[src/rtl/alu_issue_queue.sv]
`default_nettype none
// +----------------------------------------------------------------------------+
// | Module   : alu_issue_queue                                                 |
// | Purpose  : command FIFO + issue register + result register around a       |
// |            combinational 8-bit ALU. Option macro: ALU_ISSUE_STATS_EN.      |
// | Revision : 1.0                                                             |
// +----------------------------------------------------------------------------+

package ALU_pkg;
  typedef enum logic [3:0] {
    Add   = 4'd0,
    Sub   = 4'd1,
    And   = 4'd2,
    Or    = 4'd3,
    Xor   = 4'd4,
    Shl   = 4'd5,
    Shr   = 4'd6,
    Equal = 4'd7
  } OpCode;
endpackage

module alu_issue_queue #(
  parameter int DEPTH = 4
) (
  input  logic                     clk,
  input  logic                     rst_n,
  input  logic                     cmd_valid,
  output logic                     cmd_ready,
  input  ALU_pkg::OpCode           cmd_op,
  input  logic [7:0]               cmd_a,
  input  logic [7:0]               cmd_b,
  output ALU_pkg::OpCode           alu_op,
  output logic [7:0]               alu_a,
  output logic [7:0]               alu_b,
  input  logic [7:0]               alu_out,
  output logic                     res_valid,
  input  logic                     res_ready,
  output logic [7:0]               res_data,
  output ALU_pkg::OpCode           res_op,
  output logic                     res_zero,
  output logic [$clog2(DEPTH):0]   fifo_count
`ifdef ALU_ISSUE_STATS_EN
  ,
  output logic [15:0]              res_count,
  output logic                     ovf_flag
`endif
);

  localparam int c_AW = $clog2(DEPTH);
  localparam int c_CW = c_AW + 1;

  typedef struct packed {
    ALU_pkg::OpCode op;
    logic [7:0]     a;
    logic [7:0]     b;
  } cmd_t;

  cmd_t              r_mem [DEPTH];
  logic [c_AW-1:0]   r_wr_ptr;
  logic [c_AW-1:0]   r_rd_ptr;
  logic [c_CW-1:0]   r_count;
  logic              r_iss_valid;
  cmd_t              r_iss;
  logic              r_res_valid;
  logic [7:0]        r_res_data;
  ALU_pkg::OpCode    r_res_op;

  logic w_full;
  logic w_push;
  logic w_pop;
  logic w_iss_adv;
  logic w_res_hs;

  assign w_full    = (r_count == c_CW'(DEPTH));
  assign cmd_ready = rst_n && !w_full;
  assign w_push    = cmd_valid && cmd_ready;
  assign w_res_hs  = r_res_valid && res_ready;
  assign w_iss_adv = r_iss_valid && (!r_res_valid || res_ready);
  // Only stored entries can pop, so a push into an empty FIFO issues a cycle later.
  assign w_pop     = (r_count != '0) && (!r_iss_valid || w_iss_adv);

  always_ff @(posedge clk) begin
    if (w_push) begin
      r_mem[r_wr_ptr] <= '{op: cmd_op, a: cmd_a, b: cmd_b};
    end
  end

  always_ff @(posedge clk) begin
    if (!rst_n) begin
      r_wr_ptr <= '0;
      r_rd_ptr <= '0;
      r_count  <= '0;
    end else begin
      if (w_push) r_wr_ptr <= r_wr_ptr + c_AW'(1);
      if (w_pop)  r_rd_ptr <= r_rd_ptr + c_AW'(1);
      case ({w_push, w_pop})
        2'b10:   r_count <= r_count + c_CW'(1);
        2'b01:   r_count <= r_count - c_CW'(1);
        default: r_count <= r_count;
      endcase
    end
  end

  always_ff @(posedge clk) begin
    if (!rst_n) begin
      r_iss_valid <= 1'b0;
      r_iss       <= '{op: ALU_pkg::Add, a: 8'h00, b: 8'h00};
    end else if (w_pop) begin
      r_iss_valid <= 1'b1;
      r_iss       <= r_mem[r_rd_ptr];
    end else if (w_iss_adv) begin
      r_iss_valid <= 1'b0;
    end
  end

  always_ff @(posedge clk) begin
    if (!rst_n) begin
      r_res_valid <= 1'b0;
      r_res_data  <= 8'h00;
      r_res_op    <= ALU_pkg::Add;
    end else if (w_iss_adv) begin
      r_res_valid <= 1'b1;
      r_res_data  <= alu_out;
      r_res_op    <= r_iss.op;
    end else if (w_res_hs) begin
      r_res_valid <= 1'b0;
    end
  end

  assign alu_op     = r_iss.op;
  assign alu_a      = r_iss.a;
  assign alu_b      = r_iss.b;
  assign res_valid  = r_res_valid;
  assign res_data   = r_res_data;
  assign res_op     = r_res_op;
  assign res_zero   = (r_res_data == 8'h00);
  assign fifo_count = r_count;

`ifdef ALU_ISSUE_STATS_EN
  logic [15:0] r_res_count;
  logic        r_ovf_flag;

  always_ff @(posedge clk) begin
    if (!rst_n) begin
      r_res_count <= 16'h0000;
      r_ovf_flag  <= 1'b0;
    end else if (w_res_hs && (r_res_count != 16'hFFFF)) begin
      r_res_count <= r_res_count + 16'd1;
      if (r_res_count == 16'hFFFE) r_ovf_flag <= 1'b1;
    end
  end

  assign res_count = r_res_count;
  assign ovf_flag  = r_ovf_flag;
`endif

endmodule
`default_nettype wire

[config.mk]
export PLATFORM = sky130hd
export DESIGN_NAME = alu_issue_queue
export DESIGN_NICKNAME = d
export VERILOG_FILES = /design/src/rtl/alu_issue_queue.sv
export SDC_FILE = /design/constraint.sdc
export NUM_CORES = 1
export LEC_CHECK = 0
export ABC_AREA = 1
export ABC_CLOCK_PERIOD_IN_PS = 4600
export BUFFER_PORTS_ARGS = -buffer_cell sky130_fd_sc_hd__buf_2
export CORE_MARGIN = 8
export CORE_UTILIZATION = 30
export DETAILED_ROUTE_END_ITERATION = 10
export GPL_TIMING_DRIVEN = 0
export MAX_ROUTING_LAYER = met4
export SYNTH_ARGS = -nofsm -noshare
export SYNTH_HDL_FRONTEND = slang
export SYNTH_SLANG_ARGS = --single-unit
[constraint.sdc]
create_clock -name clk -period 4.6 [get_ports clk]
set_clock_uncertainty 0.05 [all_clocks]
set_input_delay 0.46 -clock clk [delete_from_list [all_inputs] [get_ports clk]]
set_output_delay 0.46 -clock clk [all_outputs]
set_load 0.02 [all_outputs]
## After elaboration in Yosys (flattened, before gate mapping)

Memory sizes are Yosys's and may differ from the RTL's. A register that Yosys moved wholly into a read port is not among the register bits.
Cells that the tools add are included.

| storage, ports and cells | value |
|---|---|
| flip-flop bits (word level) | 21 |
| bits in latches | 0 |
| memory bits (writable) | 80 |
| bits in read-only memories | 0 |
| output and inout bits | 38 |
| logic and storage cells | 38 |
| memories kept | 1 |

| cells by class | value |
|---|---|
| add/sub/neg operators | 4 |
| multipliers | 0 |
| div/mod/pow operators | 0 |
| magnitude comparators | 0 |
| eq/ne operators | 3 |
| shift-type cells | 0 |
| mux-type cells | 7 |
| bitwise gates (word level) | 0 |
| reduce and logical (&&, ||, !) cells | 16 |

Memory list:

| memory | words | width | rd ports | clocked after memory_dff | write ports | RTL line | source |
|---|---|---|---|---|---|---|---|
| r_mem | 4 | 20 | 1 | 1 | 1 | 58 | `cmd_t r_mem [DEPTH];` |

Operators with widths:

| kind | number |
|---|---|
| $logic_not A8 Y1 | 1 |
| $mux W1 | 6 |
| $pmux W3 S2 | 1 |
| $reduce_bool A2 Y1 | 3 |
| $logic_and A1 B1 Y1 | 5 |
| $add A2 B1 Y2 const B | 2 |
| $logic_not A1 Y1 | 4 |
| $add A3 B1 Y3 const B | 1 |
| $eq A3 B3 Y1 const B | 1 |
| $reduce_bool A3 Y1 | 1 |
| $sub A3 B1 Y3 const B | 1 |
| $eq A2 B1 Y1 const B | 1 |
| $eq A2 B2 Y1 const B | 1 |
| $logic_or A1 B1 Y1 | 2 |

## Longest topological paths before layout

Gate-level depths: netlist (run 1).

| logic depth | value |
|---|---|
| depth in word-level cells | 7 |
| depth in mapped cells | 13 |

## Worst setup path before layout (run 1)

OpenSTA, ideal clock, no wires.

| path | value |
|---|---|
| path kind | register to register |
| from | register r_count[0] (netlist: fifo_count[0]) |
| to | memory r_mem[0][0] in the netlist's numbering (enable) |
| setup time | 397 ps |
| arrival | 1731 ps |
| required time | 4153 ps |
| setup slack | 2422 ps |
| cell stages (with the launch flop) | 5 |
| cell sequence | dfxtp_1 -> nor2_2 -> nand2_1 -> nand3_1 -> nor2_1 |

| between the ends | value |
|---|---|
| longest elaborated chain between the ends | 6 |

RTL lines:

| element | RTL line | source |
|---|---|---|
| start: declaration | 61 | `logic [c_CW-1:0] r_count;` |
| start signal: assignment | 97 | `2'b10: r_count <= r_count + c_CW'(1);` |
| start signal: assignment | 98 | `2'b01: r_count <= r_count - c_CW'(1);` |
| start signal: assignment | 99 | `default: r_count <= r_count;` |
| $eq A3 B3 Y1 | 74 | `assign w_full = (r_count == c_CW'(DEPTH));` |
| $logic_not A1 Y1 | 75 | `assign cmd_ready = rst_n && !w_full;` |
| $logic_and A1 B1 Y1 | 75 |  |
| $logic_and A1 B1 Y1 | 76 | `assign w_push = cmd_valid && cmd_ready;` |
| $mux W1 | 83 | `if (w_push) begin` |
| $mux W1 (not written as such) | 84 | `r_mem[r_wr_ptr] <= '{op: cmd_op, a: cmd_a, b: cmd_b};` |
| end: declaration | 58 |  |

No other way between the ends.

## Worst setup path after layout (run 1)

| path | value |
|---|---|
| from | register r_count[0] (netlist: fifo_count[0]) |
| to | register r_count[2] (netlist: fifo_count[2]) |

| between the ends | value |
|---|---|
| longest elaborated chain between the ends | 6 |
| elaborated cells between the ends (all ways) | 12 |

RTL lines:

| element | RTL line | source |
|---|---|---|
| $eq A3 B3 Y1 | 74 |  |
| $logic_not A1 Y1 | 75 |  |
| $logic_and A1 B1 Y1 | 75 |  |
| $logic_and A1 B1 Y1 | 76 |  |
| $eq A2 B1 Y1 / $eq A2 B2 Y1 (equally long branches) | 96 | `case ({w_push, w_pop})` |
| $pmux W3 S2 / $reduce_bool A2 Y1 (equally long branches) | n/a |  |

Several ways; a longest one is shown, not always the timed one.
A chain may end at the register's enable or synchronous reset.

==> results of run 1 <==
## sequential cells by signal, indices dropped and copies added (netlist names), 3 cells and up
name	count
r_mem	80
alu_a	8
alu_b	8
res_data	8
alu_op	4
res_op	4
fifo_count	3
## cell type report
cell class,instances,area share
Clock buffer,17,0.06517
Timing Repair Buffer,73,0.06594
Multi-Input combinational cell,312,0.2062
Tap cell,225,0.04313
Clock inverter,15,0.02933
Buffer,23,0.02645
Inverter,119,0.06843
Antenna cell,4,0.001533
Sequential cell,121,0.4938
## per-layer routing
layer	up-vias	track usage	wire length (um)
met5	-	-	0
met4	0	0.04437	126
met3	8	0.04494	772
met2	69	0.1828	5513
met1	1681	0.1220	5150
li1	1950	-	-
## worst reg2reg max path: stages, from the launching register on
cell and delay, ps:
dfxtp_1 340, nor2_2 200, nand2_1 90, nand3_1 270, ha_1 230, inv_1 60
fa_1 380, inv_1 60, nand2_1 40, nand3_1 80, nand2_1 50, nand2_1 50
nor2_1 40
## layout by cell type (no fill, tap or decap), drive strengths merged
cell        n
buf        95
inv       124
clkbuf     18
dfxtp      41
nand3      47
bufinv      3
nand4       1
nor2       79
ha          5
fa          1
nand2     159
edfxtp     80
clkinv      4
o21ai      14
a21oi       6
diode       4
clkinvlp    3
## cell families (layout without fill, tap and decap cells)
family | count (synthesis) | after routing | share of synthesized area
buffers and inverters | 142 | 247 | 0.1196
flip-flops | 121 | 121 | 0.6224
adder cells (fa/ha/maj) | 6 | 6 | 0.01595
other | 0 | 4 | 0
AO/OA/AOI/OAI | 20 | 20 | 0.02005
AND/OR/NAND/NOR | 286 | 286 | 0.2220
## cell usage after synthesis (all sizes together)
cell and n:
ha 5, buf 22, nor2 79, nand2 159
nand4 1, clkbuf 1, o21ai 14, a21oi 6
inv 119, nand3 47, dfxtp 41, fa 1
edfxtp 80
## worst max path at each step
stage                          startpoint  slack [ps]                         end
2_1_floorplan  fifo_count[0]$_SDFFE_PN0P_        2420       r_mem[0][0]$_DFFE_PP_
3_3_place_gp                        rst_n        1630      r_mem[3][12]$_DFFE_PP_
3_5_place_dp                        rst_n        2490       r_mem[0][8]$_DFFE_PP_
4_1_cts        fifo_count[0]$_SDFFE_PN0P_        2540  fifo_count[2]$_SDFFE_PN0P_
5_1_grt        fifo_count[0]$_SDFFE_PN0P_        2370  fifo_count[2]$_SDFFE_PN0P_
6_report       fifo_count[0]$_SDFFE_PN0P_        2550  fifo_count[2]$_SDFFE_PN0P_
## metrics by stage
stage / hold slack [ps] / cell area (um^2) / power [mW] / instances
final: 211.9 / 6528 / 4.333 / 909
after global routing: 206.0 / 6528 / 4.630 / 909
after CTS: 196.8 / 6518 / 4.391 / 905
after detailed placement: 415.6 / 5901 / 3.011 / 873
after global placement: 407.8 / 5806 / 2.985 / 869
after floorplan: 428.5 / 5179 / 2.532 / 575
## power groups by stage
stage | combinational [mW] | sequential [mW] | clock (mW)
2_1_floorplan | 0.898 | 1.63 | 0
3_3_place_gp | 1.51 | 1.47 | 0
3_5_place_dp | 1.54 | 1.47 | 0
4_1_cts | 1.54 | 1.45 | 1.40
5_1_grt | 1.71 | 1.47 | 1.44
6_report | 1.52 | 1.45 | 1.37
==> metrics, run 1 <==
status finished, final reports clean; Synth Cell Area 5179 um^2; WP depth 12; Ys Warns 0; gpl congestion 0.7248; Num CTS Buffers 17; drt wl/cell 12.72 um; syn_nets 613; Setup WS pre-CTS 2493 ps; Reg2Reg Depth 12; crit end category flip-flop; all-layer global routing usage 0.1127; Setup CP Type flip-flop to flip-flop; area leader, netlist edfxtp_1; clk buf depth 2; post-synth top area share 0.4639; worst hold start cmd_a[5]; total global routing overflow 0; Max Cap Viol 0; I/O pin count 70; number of vias per cell 4.079; slowest library cell on the worst path fa_1; CP peak stage delay 380 ps; crit-path max FO 7; I/O Buffers 69; HP Class input port to flip-flop; CTS tree done; endpoints failing setup 0; worst r2r src fifo_count[0]$_SDFFE_PN0P_; area grow syn2layout 26.04%; FF-to-FF End fifo_count[2]$_SDFFE_PN0P_; Seq cells post-synth 121; total clock sinks 121; Worst Hold Path EP r_mem[2][13]$_DFFE_PP_; WP data required 4860 ps; Clk network pwr share 0.315; initial antenna violation count 4; Psw 1.600 mW; unique cell type count in the Yosys netlist 21; row count 48; leak pwr 3.094 nW; Worst-Margin Slew 655.2 ps; Critical path buffers and inverters 2; # fillers 1700; Pwr per Cell Area 663.9 nW/um^2; CTS Hold Bufs 0; Clk Latency, worst-skew pair 410 ps; Sequential Power Share 0.334; setup tns final 0 ps; top post-synthesis cells by area edfxtp_1 46%, dfxtp_1 16%, nand2_1 11%; Sw Share 0.3691; most used cell, CP nand2_1; VDD IR-drop max 0.2496 mV; post_cts resized 0; number of global-route vias before repair 3539; final critical-path required period 2055 ps; Initial DRC Count 239; Synth Area per Inst 9.006 um^2; register area share after synthesis 0.6224; pins over their slew limit 0; largest net degree at the start of global routing 17; Critical Path AT 2310 ps; Mapped Cells 575; final period utilization 0.4467; Hold Path Stages 1; Initial Utilization 0.3026; core area 17120 um^2; root buffer cell clkbuf_16; die area 21720 um^2; fin nets 705; First-pass DRT Iterations 7; FF+latch area 3223 um^2; CTS HTree Levels 4; Max-slew headroom 0.5627; final hold violations 0; Final WS setup 2545 ps; Post-DP HPWL 8210 um; Critical Path Start Type flip-flop; die height 147.4 um; maximum clock rate 486.6 MHz; flop2flop setup slack 2550 ps; drt drc 0; via count 3708; CP Cell Sequence nor2_2 -> nand2_1 -> nand3_1 -> ha_1 -> inv_1 -> fa_1 -> inv_1 -> nand2_1 -> nand3_1 -> nand2_1 -> nand2_1 -> nor2_1; Logic pwr share 0.350; global-route wire length before repair 18450 um; antenna viol nets, final 0; Clk pin slew, worst setup/hold paths 60 ps; layout cells sized above 1 0.2029; multi-input logic area 1346 um^2; unrepaired setup endpoints after global routing false; Internal 2.734 mW; die width 147.4 um; setup bufs post-CTS 0; Final Util 0.3814; top cell family by delay on the critical path simple AND/OR/NAND/NOR gates; final WL 11560 um
(Power assumes the default switching activity.)
==> run 2: changes to the inputs <==
--- a/config.mk
+++ b/config.mk
@@ -6,7 +6,7 @@
 export NUM_CORES = 1
 export LEC_CHECK = 0
 export ABC_AREA = 1
-export ABC_CLOCK_PERIOD_IN_PS = 4600
+export ABC_CLOCK_PERIOD_IN_PS = 1900
 export BUFFER_PORTS_ARGS = -buffer_cell sky130_fd_sc_hd__buf_2
 export CORE_MARGIN = 8
 export CORE_UTILIZATION = 30
==> constraint.sdc (replaced) <==
create_clock -name clk -period 1.9 [get_ports clk]
set_clock_uncertainty 0.05 [all_clocks]
set_input_delay 0.19 -clock clk [delete_from_list [all_inputs] [get_ports clk]]
set_output_delay 0.19 -clock clk [all_outputs]
set_load 0.02 [all_outputs]
==> run 2 against run 1 <==
  * Clock-buffer cell count did not move
  * Die area is the same
  * Fmax increased by 13%
  * Sequential power grew 140%
  * Critical path type unchanged
  * Wire length increased by 2.0%
  * Clock power rose by 140%
  * Sequential share of layout area fell by 2.3 points
  * Register-to-register slack worse by 2500 ps
  * First-iteration DRC count decreased by 13%
==> metrics, run 2 (synthesis gave the netlist of run 1 again) <==
status finished, final reports clean; pins over their slew limit 0 (unchanged); largest register by flop count r_mem; root buffer cell clkbuf_16; most frequent cells in the layout 155 x nand2_1, 117 x inv_1, 80 x buf_2, 80 x edfxtp_1, 74 x nor2_1; final hold violations 0 (unchanged); number of global-route vias before repair 3678 (+3.9%); I/O Buffers 69 (unchanged); Critical Path AT 1880 ps (-430 ps); FF+latch area 3229 um^2 (+0.19%); total global routing overflow 0 (unchanged); total clock sinks 121 (unchanged); CTS HTree Levels 4 (unchanged); gpl congestion 0.7248 (unchanged); all-layer global routing usage 0.1147 (+0.002082); Clk Latency, worst-skew pair 410 ps (about the same); die height 147.4 um (unchanged); antenna viol nets, final 0 (unchanged); Num CTS Buffers 17 (unchanged); initial antenna violation count 2 (-2); fin nets 736 (+4.4%); Initial DRC Count 207 (-13%); area grow syn2layout 32.50%; commonest non-fill, non-tap cell in the layout nand2_1; maximum clock rate 551.9 MHz (+13%); drt wl/cell 12.57 um (-1.1%); crit end category flip-flop; clk buf depth 2 (unchanged); Worst-Margin Slew 673.9 ps (+18.69 ps); endpoints failing setup 0 (unchanged); Setup WS pre-CTS -146.5 ps (-2640 ps); First-pass DRT Iterations 4 (-3); Max-slew headroom 0.5503 (-0.01247); final period utilization 0.9536 (+0.5068); die width 147.4 um (unchanged); Pwr per Cell Area 1549 nW/um^2 (+130%); Critical Path Start Type flip-flop; CTS tree done; largest net degree at the start of global routing 17 (unchanged); HP Class input port to flip-flop; drt drc 0 (unchanged); leak pwr 3.228 nW (+4.3%); I/O pin count 70 (unchanged); Post-DP HPWL 8210 um (unchanged); VDD IR-drop max 0.6084 mV (+140%); final critical-path required period 1812 ps (-243.1 ps); via count 3842 (+3.6%); Clk pin slew, worst setup/hold paths 60 ps (about the same); multi-input logic area 1376 um^2 (+2.2%); core area 17120 um^2 (unchanged); Final Power 10.63 mW (+150%); Final WS setup 88.24 ps (-2457 ps); Initial Utilization 0.3026 (unchanged); max FFs per register 80 (unchanged); WP data required 1970 ps (-2890 ps); die area 21720 um^2 (unchanged); Max Cap Viol 0 (unchanged); number of vias per cell 4.096 (+0.41%); Setup CP Type flip-flop to flip-flop; row count 48 (unchanged); # fillers 1680 (-1.2%); Final Util 0.4009 (+0.01952); layout cells sized above 1 0.2110 (+0.008029); final WL 11800 um (+2.0%); global-route wire length before repair 18970 um (+2.8%); flop2flop setup slack 90 ps (-2460 ps); crit-path max FO 14 (+7); unrepaired setup endpoints after global routing false; setup tns final 0 ps (unchanged)
run 2: timing repair:
item / in CTS / in global routing
hold buffers: 28 / 0
endpoints found under the hold margin: 88 / 0
setup endpoints to repair: 52 / 25
setup buffers: 0 / 3
pin swaps: 0 / 3
resized for setup: 2 / 10
run 2: layout make-up:
| class | count | share of cell area |
|---|---|---|
| clock inverter | 15 | 0.02790 |
| buffer | 23 | 0.02516 |
| clock buffer | 17 | 0.06200 |
| multi-input combinational | 312 | 0.2006 |
| inverter | 119 | 0.06510 |
| tap | 225 | 0.04103 |
| sequential | 121 | 0.4706 |
| timing repair buffer | 104 | 0.1069 |
| antenna | 2 | 0.0007294 |
run 2: critical path: stages, from the launching register on:
cell	delay (ps)
dfxtp_2	360
nor2_4	60
nand2_2	80
nand3_4	120
buf_4	160
nor2_2	440
buf_16	230
run 2: per-stage QoR:
stage	std cells	area (um^2)	hold slack, ps
final	938	6862	33.74
after global routing	938	6862	56.55
after CTS	933	6810	14.60
after detailed placement	873	5901	361.2
after global placement	869	5806	355.2
after floorplan	575	5179	238.9
run 2: path summary, 6_finish.rpt:
kind | startpoint | to | cells past startpoint
max | fifo_count[1]$_SDFFE_PN0P_ | r_mem[3][6]$_DFFE_PP_ | 6
max reg2reg | fifo_count[1]$_SDFFE_PN0P_ | r_mem[3][6]$_DFFE_PP_ | 6
min reg2reg | fifo_count[0]$_SDFFE_PN0P_ | fifo_count[0]$_SDFFE_PN0P_ | 1
min | cmd_valid | r_wr_ptr[1]$_SDFFE_PN0P_ | 3
run 2: layer usage:
metal / GRT usage / part of all wire
met1: 0.1301 / 0.45
met2: 0.1867 / 0.48
met3: 0.03607 / 0.057
met4: 0.04437 / 0.013
met5: - / 0
run 2: power by group:
part | internal, mW | switching [mW]
Combinational | 1.34 | 2.44
Sequential | 3.28 | 0.256
Clock | 2.09 | 1.22
Total | 6.71 | 3.92
